<file path="config.mk">
export PLATFORM = sky130hd
export DESIGN_NAME = uart_tx_arbiter_flat
export DESIGN_NICKNAME = d
export VERILOG_FILES = /design/src/rtl/uart_tx_arbiter_if.sv /design/src/rtl/uart_tx_arbiter.sv /design/src/flat_wrapper.sv
export SDC_FILE = /design/constraint.sdc
export NUM_CORES = 1
export LEC_CHECK = 0
export ABC_AREA = 1
export BUFFER_PORTS_ARGS = -buffer_cell sky130_fd_sc_hd__buf_2
export CORE_MARGIN = 4
export CORE_UTILIZATION = 40
export DETAILED_ROUTE_END_ITERATION = 8
export GPL_TIMING_DRIVEN = 0
export HOLD_SLACK_MARGIN = 0.02
export PLACE_DENSITY = 0.63
export REMOVE_ABC_BUFFERS = 1
export SLEW_MARGIN = 20
export SYNTH_ARGS = -nofsm -noshare
export SYNTH_HDL_FRONTEND = slang
export SYNTH_SLANG_ARGS = --single-unit
</file>
<file path="constraint.sdc">
create_clock -name clk -period 4.3 [get_ports clk]
set_input_delay 0.645 -clock clk [delete_from_list [all_inputs] [get_ports clk]]
set_output_delay 0.645 -clock clk [all_outputs]
set_load 0.1 [all_outputs]
</file>
<file path="src/rtl/uart_tx_arbiter_if.sv">
// uart_tx_arbiter_if: requester and transmitter signals shared by the arbiter and its environment.
interface uart_tx_arbiter_if #(parameter int NUM_REQ = 4);
   logic [NUM_REQ-1:0]   req_valid;
   logic [8*NUM_REQ-1:0] req_data;
   logic [NUM_REQ-1:0]   req_ready;
   logic [7:0]           tx_data;
   logic                 tx_send;
   logic                 tx_sending;
   logic [NUM_REQ-1:0]   grant;
   logic                 busy;
   logic                 timeout_err;
   modport master(input req_valid, req_data, tx_sending,
                  output req_ready, tx_data, tx_send, grant, busy, timeout_err);
   modport slave(output req_valid, req_data, tx_sending,
                 input req_ready, tx_data, tx_send, grant, busy, timeout_err);
endinterface

</file>
<file path="src/rtl/uart_tx_arbiter.sv">
// uart_tx_arbiter: round-robin sharing of one byte transmitter among NUM_REQ requesters, one byte per grant.
module uart_tx_arbiter #(
   parameter int NUM_REQ       = 4,
   parameter int START_TIMEOUT = 15
) (
   input logic clk,
   input logic rst,
   uart_tx_arbiter_if.master bus
);
   localparam int PW = $clog2(NUM_REQ);
   localparam int CW = $clog2(START_TIMEOUT + 1);
   typedef enum logic [1:0] {IDLE, SEND_HI, WAIT_START, BUSY} state_t;
   state_t        state;
   logic [PW-1:0] rr_ptr;
   logic [PW-1:0] win;
   logic [CW-1:0] cnt;
   logic          found;
   logic          accept;
   always_comb begin
      win   = '0;
      found = 1'b0;
      for (int i = 0; i < NUM_REQ; i++) begin
         if (!found && bus.req_valid[(int'(rr_ptr) + i) % NUM_REQ]) begin
            win   = PW'((int'(rr_ptr) + i) % NUM_REQ);
            found = 1'b1;
         end
      end
   end
   // A frame still on the line (e.g. after a reset mid-frame) blocks new sends.
   assign accept        = (state == IDLE) && found && !bus.tx_sending && !rst;
   assign bus.req_ready = accept ? NUM_REQ'(1) << win : '0;
   assign bus.busy      = state != IDLE;
   always_ff @(posedge clk) begin
      if (rst) begin
         state           <= IDLE;
         rr_ptr          <= '0;
         cnt             <= '0;
         bus.tx_data     <= 8'h00;
         bus.tx_send     <= 1'b0;
         bus.grant       <= '0;
         bus.timeout_err <= 1'b0;
      end else begin
         bus.tx_send     <= 1'b0;
         bus.timeout_err <= 1'b0;
         case (state)
            IDLE: if (accept) begin
               bus.tx_data <= bus.req_data[8*int'(win) +: 8];
               bus.grant   <= NUM_REQ'(1) << win;
               rr_ptr      <= PW'((int'(win) + 1) % NUM_REQ);
               bus.tx_send <= 1'b1;
               state       <= SEND_HI;
            end
            SEND_HI: begin
               cnt   <= '0;
               state <= WAIT_START;
            end
            WAIT_START: if (bus.tx_sending) begin
               cnt   <= '0;
               state <= BUSY;
            end else if (cnt == CW'(START_TIMEOUT - 1)) begin
               // Byte was already acked; it is dropped.
               cnt             <= '0;
               bus.timeout_err <= 1'b1;
               bus.grant       <= '0;
               state           <= IDLE;
            end else begin
               cnt <= cnt + 1'b1;
            end
            BUSY: if (!bus.tx_sending) begin
               bus.grant <= '0;
               state     <= IDLE;
            end
            default: state <= IDLE;
         endcase
      end
   end
endmodule

</file>
<file path="src/flat_wrapper.sv">
// flat-port wrapper written by rule: the top's interface ports become plain ports
module uart_tx_arbiter_flat 
#(
   parameter int NUM_REQ       = 4,
   parameter int START_TIMEOUT = 15
)
  (clk, rst, bus_req_valid, bus_req_data, bus_tx_sending, bus_req_ready, bus_tx_data, bus_tx_send, bus_grant, bus_busy, bus_timeout_err);
  uart_tx_arbiter_if #(.NUM_REQ(NUM_REQ)) bus_i ();
  input logic clk;
  input logic rst;
  input wire logic [$bits(bus_i.req_valid)-1:0] bus_req_valid;
  input wire logic [$bits(bus_i.req_data)-1:0] bus_req_data;
  input wire logic [$bits(bus_i.tx_sending)-1:0] bus_tx_sending;
  output wire logic [$bits(bus_i.req_ready)-1:0] bus_req_ready;
  output wire logic [$bits(bus_i.tx_data)-1:0] bus_tx_data;
  output wire logic [$bits(bus_i.tx_send)-1:0] bus_tx_send;
  output wire logic [$bits(bus_i.grant)-1:0] bus_grant;
  output wire logic [$bits(bus_i.busy)-1:0] bus_busy;
  output wire logic [$bits(bus_i.timeout_err)-1:0] bus_timeout_err;
  assign bus_i.req_valid = bus_req_valid;
  assign bus_i.req_data = bus_req_data;
  assign bus_i.tx_sending = bus_tx_sending;
  assign bus_req_ready = bus_i.req_ready;
  assign bus_tx_data = bus_i.tx_data;
  assign bus_tx_send = bus_i.tx_send;
  assign bus_grant = bus_i.grant;
  assign bus_busy = bus_i.busy;
  assign bus_timeout_err = bus_i.timeout_err;
  uart_tx_arbiter #(.NUM_REQ(NUM_REQ), .START_TIMEOUT(START_TIMEOUT)) u_core (.clk(clk), .rst(rst), .bus(bus_i));
endmodule
</file>
-- Word level (Yosys, flattened, before mapping)
Index checks and enable logic that the tools add are counted.
- shift-type cells: 2
- bitwise operators: 5
- equal/unequal tests: 9
- reduce and logical (&&, ||, !) cells: 23
- magnitude comparators: 4
- muxes and demuxes: 35
- $add $sub $neg: 5
- operators by type and width (operator ; count):
    indexed part select 32 x 6 -> 8 bit ; 1
    two-way mux 4 bit ; 7
    two-way mux 2 bit ; 8
    two-way mux 1 bit ; 13
    less-than comparator 3 x 4 -> 1 bit, second input constant ; 3
    one-hot mux 4 bit (3 select lines) ; 1
    binary-select mux 1 bit (select 2 bit) ; 4
    one-hot mux 2 bit (4 select lines) ; 1
    one-hot mux 4 bit (2 select lines) ; 1
    OR reduction 2 bit ; 4
    logical AND 1 bit ; 6
    zero test 1 bit ; 5
    AND reduction 5 bit ; 1
    adder 2 x 1 -> 2 bit, second input constant ; 2
    adder 2 bit, second input constant ; 2
    adder 4 x 1 -> 4 bit, second input constant ; 1
    equality test 2 bit, second input constant ; 2
    equality test 4 bit, second input constant ; 1
    != test 2 x 1 -> 1 bit, second input constant ; 2
    != test 2 bit, second input constant ; 2
    nonzero test 2 bit ; 2
    left shift 1 x 2 -> 4 bit, first input constant ; 1
    AND 1 bit, first input constant ; 3
    less-than comparator 2 x 3 -> 1 bit, second input constant ; 1
    other kinds (8) ; 9
- output and inout port bits: 19
- logic and storage cells: 90
- bits in registers: 22

-- Longest topological paths before layout
- depth after elaboration: 19
- mapped depth: 16

-- Least setup slack after synthesis
OpenSTA, ideal clock, no wires.
- path type: input -> output
- start: input port bus_req_valid[2]
- end: output port bus_req_ready[1]
- arrival time: 3020 ps
- path buffers: 1
- stages on the path: 13
- path slack: 635 ps
- cell sequence: inv_1 -> nand2_1 -> nand3_2 -> nand2_4 -> nor2_8 -> nand3_4 -> nand2_8 -> nand2_8 -> buf_12 -> inv_1 -> ha_1 -> inv_1 -> nor2_1
- cells in the longest elaborated chain, start to end: 16
- elaborated cells on any way between the ends: 30
- those cells by class: shift: 1; mux: 20; reduce/logical: 9
- RTL lines (what ; RTL line ; source):
    start: declaration ; flat_wrapper.sv:11 ; input wire logic [$bits(bus_i.req_valid)-1:0] bus_req_valid;
    binary-select mux 1 bit (select 2 bit) ; uart_tx_arbiter.sv:23 ; if (!found && bus.req_valid[(int'(rr_ptr) + i) % NUM_REQ]) begin
    two-way mux 1 bit (not written as such) ; uart_tx_arbiter.sv:23 ;
    two-way mux 1 bit ; uart_tx_arbiter.sv:23 ;
    zero test 1 bit ; uart_tx_arbiter.sv:23 ;
    logical AND 1 bit ; uart_tx_arbiter.sv:23 ;
    two-way mux 1 bit ; uart_tx_arbiter.sv:23 ;
    zero test 1 bit ; uart_tx_arbiter.sv:23 ;
    logical AND 1 bit ; uart_tx_arbiter.sv:23 ;
    two-way mux 1 bit ; uart_tx_arbiter.sv:23 ;
    zero test 1 bit ; uart_tx_arbiter.sv:23 ;
    logical AND 1 bit ; uart_tx_arbiter.sv:23 ;
    two-way mux 1 bit ; uart_tx_arbiter.sv:23 ;
    logical AND 1 bit (3 in a row) ; uart_tx_arbiter.sv:30 ; assign accept = (state == IDLE) && found && !bus.tx_sending && !rst;
    two-way mux 4 bit (*) ; uart_tx_arbiter.sv:31 ; assign bus.req_ready = accept ? NUM_REQ'(1) << win : '0;
    end: declaration ; flat_wrapper.sv:14 ; output wire logic [$bits(bus_i.req_ready)-1:0] bus_req_ready;
Every way passes the cells marked *; elsewhere a longest branch is shown, timed or not. The select of a mux whose other input is x is not followed.

-- Worst setup path after layout
- start: register u_core.rr_ptr[0]
- end: output port bus_req_ready[3]
- cells in the longest elaborated chain, start to end: 16
- elaborated cells on any way between the ends: 33
- those cells by class: add/sub: 3; shift: 1; mux: 20; reduce/logical: 9
- RTL lines (what ; RTL line ; source):
    start: declaration ; uart_tx_arbiter.sv:14 ; logic [PW-1:0] rr_ptr;
    start signal: assignment ; uart_tx_arbiter.sv:49 ; rr_ptr <= PW'((int'(win) + 1) % NUM_REQ);
    adder 2 x 1 -> 2 bit or binary-select mux 1 bit (select 2 bit) (tied branches) ; uart_tx_arbiter.sv:23, uart_tx_arbiter.sv:24 ;
    binary-select mux 1 bit (select 2 bit) or two-way mux 1 bit (tied branches) ; uart_tx_arbiter.sv:23 ;
    two-way mux 1 bit (not written as such) ; uart_tx_arbiter.sv:23 ;
    two-way mux 1 bit (not written as such) or zero test 1 bit (tied branches) ; uart_tx_arbiter.sv:23 ;
    logical AND 1 bit ; uart_tx_arbiter.sv:23 ;
    two-way mux 1 bit ; uart_tx_arbiter.sv:23 ;
    zero test 1 bit ; uart_tx_arbiter.sv:23 ;
    logical AND 1 bit ; uart_tx_arbiter.sv:23 ;
    two-way mux 1 bit ; uart_tx_arbiter.sv:23 ;
    zero test 1 bit ; uart_tx_arbiter.sv:23 ;
    logical AND 1 bit ; uart_tx_arbiter.sv:23 ;
    two-way mux 1 bit ; uart_tx_arbiter.sv:23 ;
    logical AND 1 bit (3 in a row) ; uart_tx_arbiter.sv:30 ;
    two-way mux 4 bit (*) ; uart_tx_arbiter.sv:31 ;
Marked as above.

==> flow_summary.ini <==
[place]
port_buffers = 57
placed_area_um2 = 1990
place_congestion = 0.828
hpwlAfterDp_mm = 3.09

[global_route]
grt_pass1_vias = 1684
grt_max_degree = 20
grt_use_met2_pct = 28.4
grt_pass1_wl_mm = 7.02
grtUsageMet3_pct = 4.38
gr-usage-met1_pct = 19.6
grt_overflow = 0
grt-busiest-layer = met2
grt.total_usage_pct = 16.0
antenna_found_initial = 0

[synthesis]
ys_ff_latch = 22
yosys_most_used_dff = dfxtp_1
async_flop_share_pct = 0
synth_area_um2 = 1710
ys_seq_area_share_pct = 25.8
synth_top_area_share_pct = 25.8
ys_warn_count = 0
yosysUniqueCellTypes = 32
synth_cells = 245
avgSynthCellArea_um2 = 6.96
yosys.area.top_type = dfxtp_1
synth_edf_count = 0
netlist_top_cells_area = dfxtp_1, nand3_1, nand2_1

[clock_network]
ctsResizeCount = 0
cts_max_level = 1
cts_tree = yes
clock_latency_ns = 0.26
cts_buffer_depth = 2
clk_pin_slew_ns = 0.08
cts_setup_buffers = 0
clock-sinks = 22
numCtsBuffers = 3
cts_hold_buf = 0
cts_root_buffer = clkbuf_8

[sta]
hold_viol_final = 0
slew_headroom_pct = 64.8
period_minus_slack_ns = 3.51
clock.fmax_mhz = 285
slew_viol_final = 0
setup_viol = 0
finClkSkew_ns = 0.00417
tightest_slew_ns = 0.527
rsz0062_at_grt = no
fin_setup_tns_ns = 0
period_share_pct = 81.7

[floorplanning]
fp-row-count = 23
io_pins = 58
chipWidth_um = 73.3
initial_utilization_pct = 42.0
dieArea_um2 = 5370
die_h_um = 73.3
coreArea_um2 = 4060

[power_and_ir_drop]
ir_drop_mv = 0.328
p_per_area_nw_per_um2 = 830
leakage_nw = 1.09

[setup_path]
setup.worst_path.start_class = flop
rr_worst_depth = 12
cp_cell_sequence = inv_2, nand2_1, nand2_4, nand2_2, nand2_4, nor2_8, nand3_4, nand3_2, nand2_2, inv_4, ha_1, inv_1, nor2_1, buf_2
reg2reg_from = u_core.rr_ptr[0]$_SDFFE_PP0P_
cp-end-kind = primary output
crit_path_top_delay_cell = dfxtp_1
crit_path_end = bus_req_ready[3]
cp.arrival_ns = 2.87
slowest_delay_ns = 0.66
cp_max_fo = 12
startpoint = u_core.rr_ptr[0]$_SDFFE_PP0P_
r2r_slack_ns = 1.77
crit_required_ns = 3.65
worst_r2r_endpoint = u_core.rr_ptr[1]$_SDFFE_PP0P_
path_class = reg2out

[cells_and_area]
nNetsFinal = 350
n_antenna_cell = 0
nFillCells = 431
post-route-cell-area_um2 = 2060
layout-drive-gt1-share_pct = 32.8
area_growth_pct = 21.1

[flow_run]
max_cap_viol_count = 0

[run_status]
status = finished, final reports clean

[route]
drc = 0
vias = 1721
first_iter_violations = 61
dr.pass1.iters = 4
wirelength_mm = 4.01
drt-wirelength-per-cell_um = 11.5
postRouteAntennaNets = 0
via_per_inst = 4.93

[hold_path]
min_from = u_core.bus.grant[0]$_SDFFE_PP0P_
hold_path.class = reg2reg
==> cells in the final DEF, fill, tap and decap left out <==
cell / synthesis / layout
dfxtp_1: 22 / 22
nor2_8: 1 / 1
nand4_1: 6 / 6
a21oi_1: 6 / 6
nand2_8: 2 / 2
nand3b_1: 1 / 1
nand2_4: 4 / 4
a21oi_2: 1 / 1
nand3_2: 4 / 4
nand2_2: 17 / 17
nor2_2: 1 / 1
ha_1: 11 / 11
inv_2: 3 / 3
o21ai_2: 1 / 1
o21ai_1: 1 / 1
bufinv_16: 0 / 1
or2_2: 1 / 1
nand3_1: 55 / 55
nand3_4: 1 / 1
inv_1: 20 / 20
nor4_1: 1 / 1
a31oi_1: 1 / 1
inv_4: 1 / 1
nor2_1: 18 / 18
nand2_1: 52 / 52
buf_2: 2 / 57
o21ai_0: 2 / 2
clkbuf_8: 0 / 3
a211oi_1: 1 / 1
nor3_1: 2 / 2
xor2_1: 2 / 2
==> layer usage <==
metal  vias to the layer above  share of wire [%]
met5                         -                  0
met4                         0               0.37
met3                         2                6.6
met2                        39                 47
met1                       765                 46
li1                        915                  -
==> synth_stat cells, types with 2 or more instances <==
master    instances
nand2_4           4
nand3_1          55
nor2_1           18
buf_2             2
nand2_8           2
xor2_1            2
clkbuf_1          2
dfxtp_1          22
inv_2             3
a21oi_1           6
buf_6             2
o21ai_0           2
nand4_1           6
nor3_1            2
nand2_2          17
nand2_1          52
inv_1            20
ha_1             11
nand3_2           4
==> per-stage QoR <==
step / util (%) / std cells / power [mW] / worst slack (ns) / hold WS, ns
final: 50.9 / 349 / 1.71 / 0.787 / 0.459
after global routing: 50.9 / 349 / 1.87 / 0.526 / 0.483
after CTS: 50.9 / 349 / 1.73 / 0.743 / 0.465
after detailed placement: 49.1 / 345 / 1.53 / 1.05 / 0.452
after global placement: 49.1 / 345 / 1.53 / 1.05 / 0.448
after floorplan: - / 238 / 1.32 / 0.657 / 0.479
==> worst min path at each step <==
| stage | slack (ns) | depth (start not counted) | endpoint |
|---|---|---|---|
| 5_1_grt | 0.48 | 2 | u_core.bus.grant[3]$_SDFFE_PP0P_ |
| 3_3_place_gp | 0.45 | 2 | u_core.bus.grant[1]$_SDFFE_PP0P_ |
| 4_1_cts | 0.46 | 2 | u_core.bus.grant[3]$_SDFFE_PP0P_ |
| 3_5_place_dp | 0.45 | 2 | u_core.bus.grant[0]$_SDFFE_PP0P_ |
| 6_report | 0.46 | 2 | u_core.bus.grant[0]$_SDFFE_PP0P_ |
| 2_1_floorplan | 0.48 | 2 | u_core.state[1]$_SDFFE_PP0P_ |
==> state kept, by name (all words and copies together), names as in the netlist <==
register                count
u_core.state                2
u_core.cnt                  4
u_core.bus.tx_data          8
u_core.bus.grant            4
u_core.rr_ptr               2
u_core.bus.timeout_err      1
u_core.bus.tx_send          1
==> logic make-up (layout without fill, tap and decap cells) <==
family | count (synthesis) | after routing | share of synthesized area, %
AOI/OAI and AO/OA | 13 | 13 | 4.48
buffers and inverters | 31 | 85 | 8.95
DFF | 22 | 22 | 25.8
adders and majority gates | 11 | 11 | 8.07
xor gates and xnor gates | 2 | 2 | 1.03
and+or+nand+nor | 166 | 166 | 51.7
==> final cells by class <==
| type | count | area, um^2 | share of cell area [%] |
|---|---|---|---|
| clock buffer | 3 | 41.3 | 2.00 |
| multi-input combinational | 192 | 1110 | 53.9 |
| sequential | 22 | 440 | 21.3 |
| clock inverter | 1 | 30.0 | 1.45 |
| inverter | 24 | 92.6 | 4.48 |
| timing repair buffer | 57 | 285 | 13.8 |
| tap | 50 | 62.6 | 3.03 |
==> report_power, final <==
group	internal (mW)	switching, mW	total, mW
Combinational	0.305	0.903	1.21
Clock	0.124	0.0685	0.193
Sequential	0.263	0.0481	0.311
Total	0.693	1.02	1.71
==> worst max-delay path: cells and delay by family, from the launching register on <==
kind | cells | cell delay [ns]
adder cells (fa/ha/maj) | 1 | 0.16
AND/OR/NAND/NOR | 9 | 0.94
buffers and inverters | 4 | 0.84
flip-flops | 1 | 0.66
No activity file was read; power rests on OpenSTA's default activity.
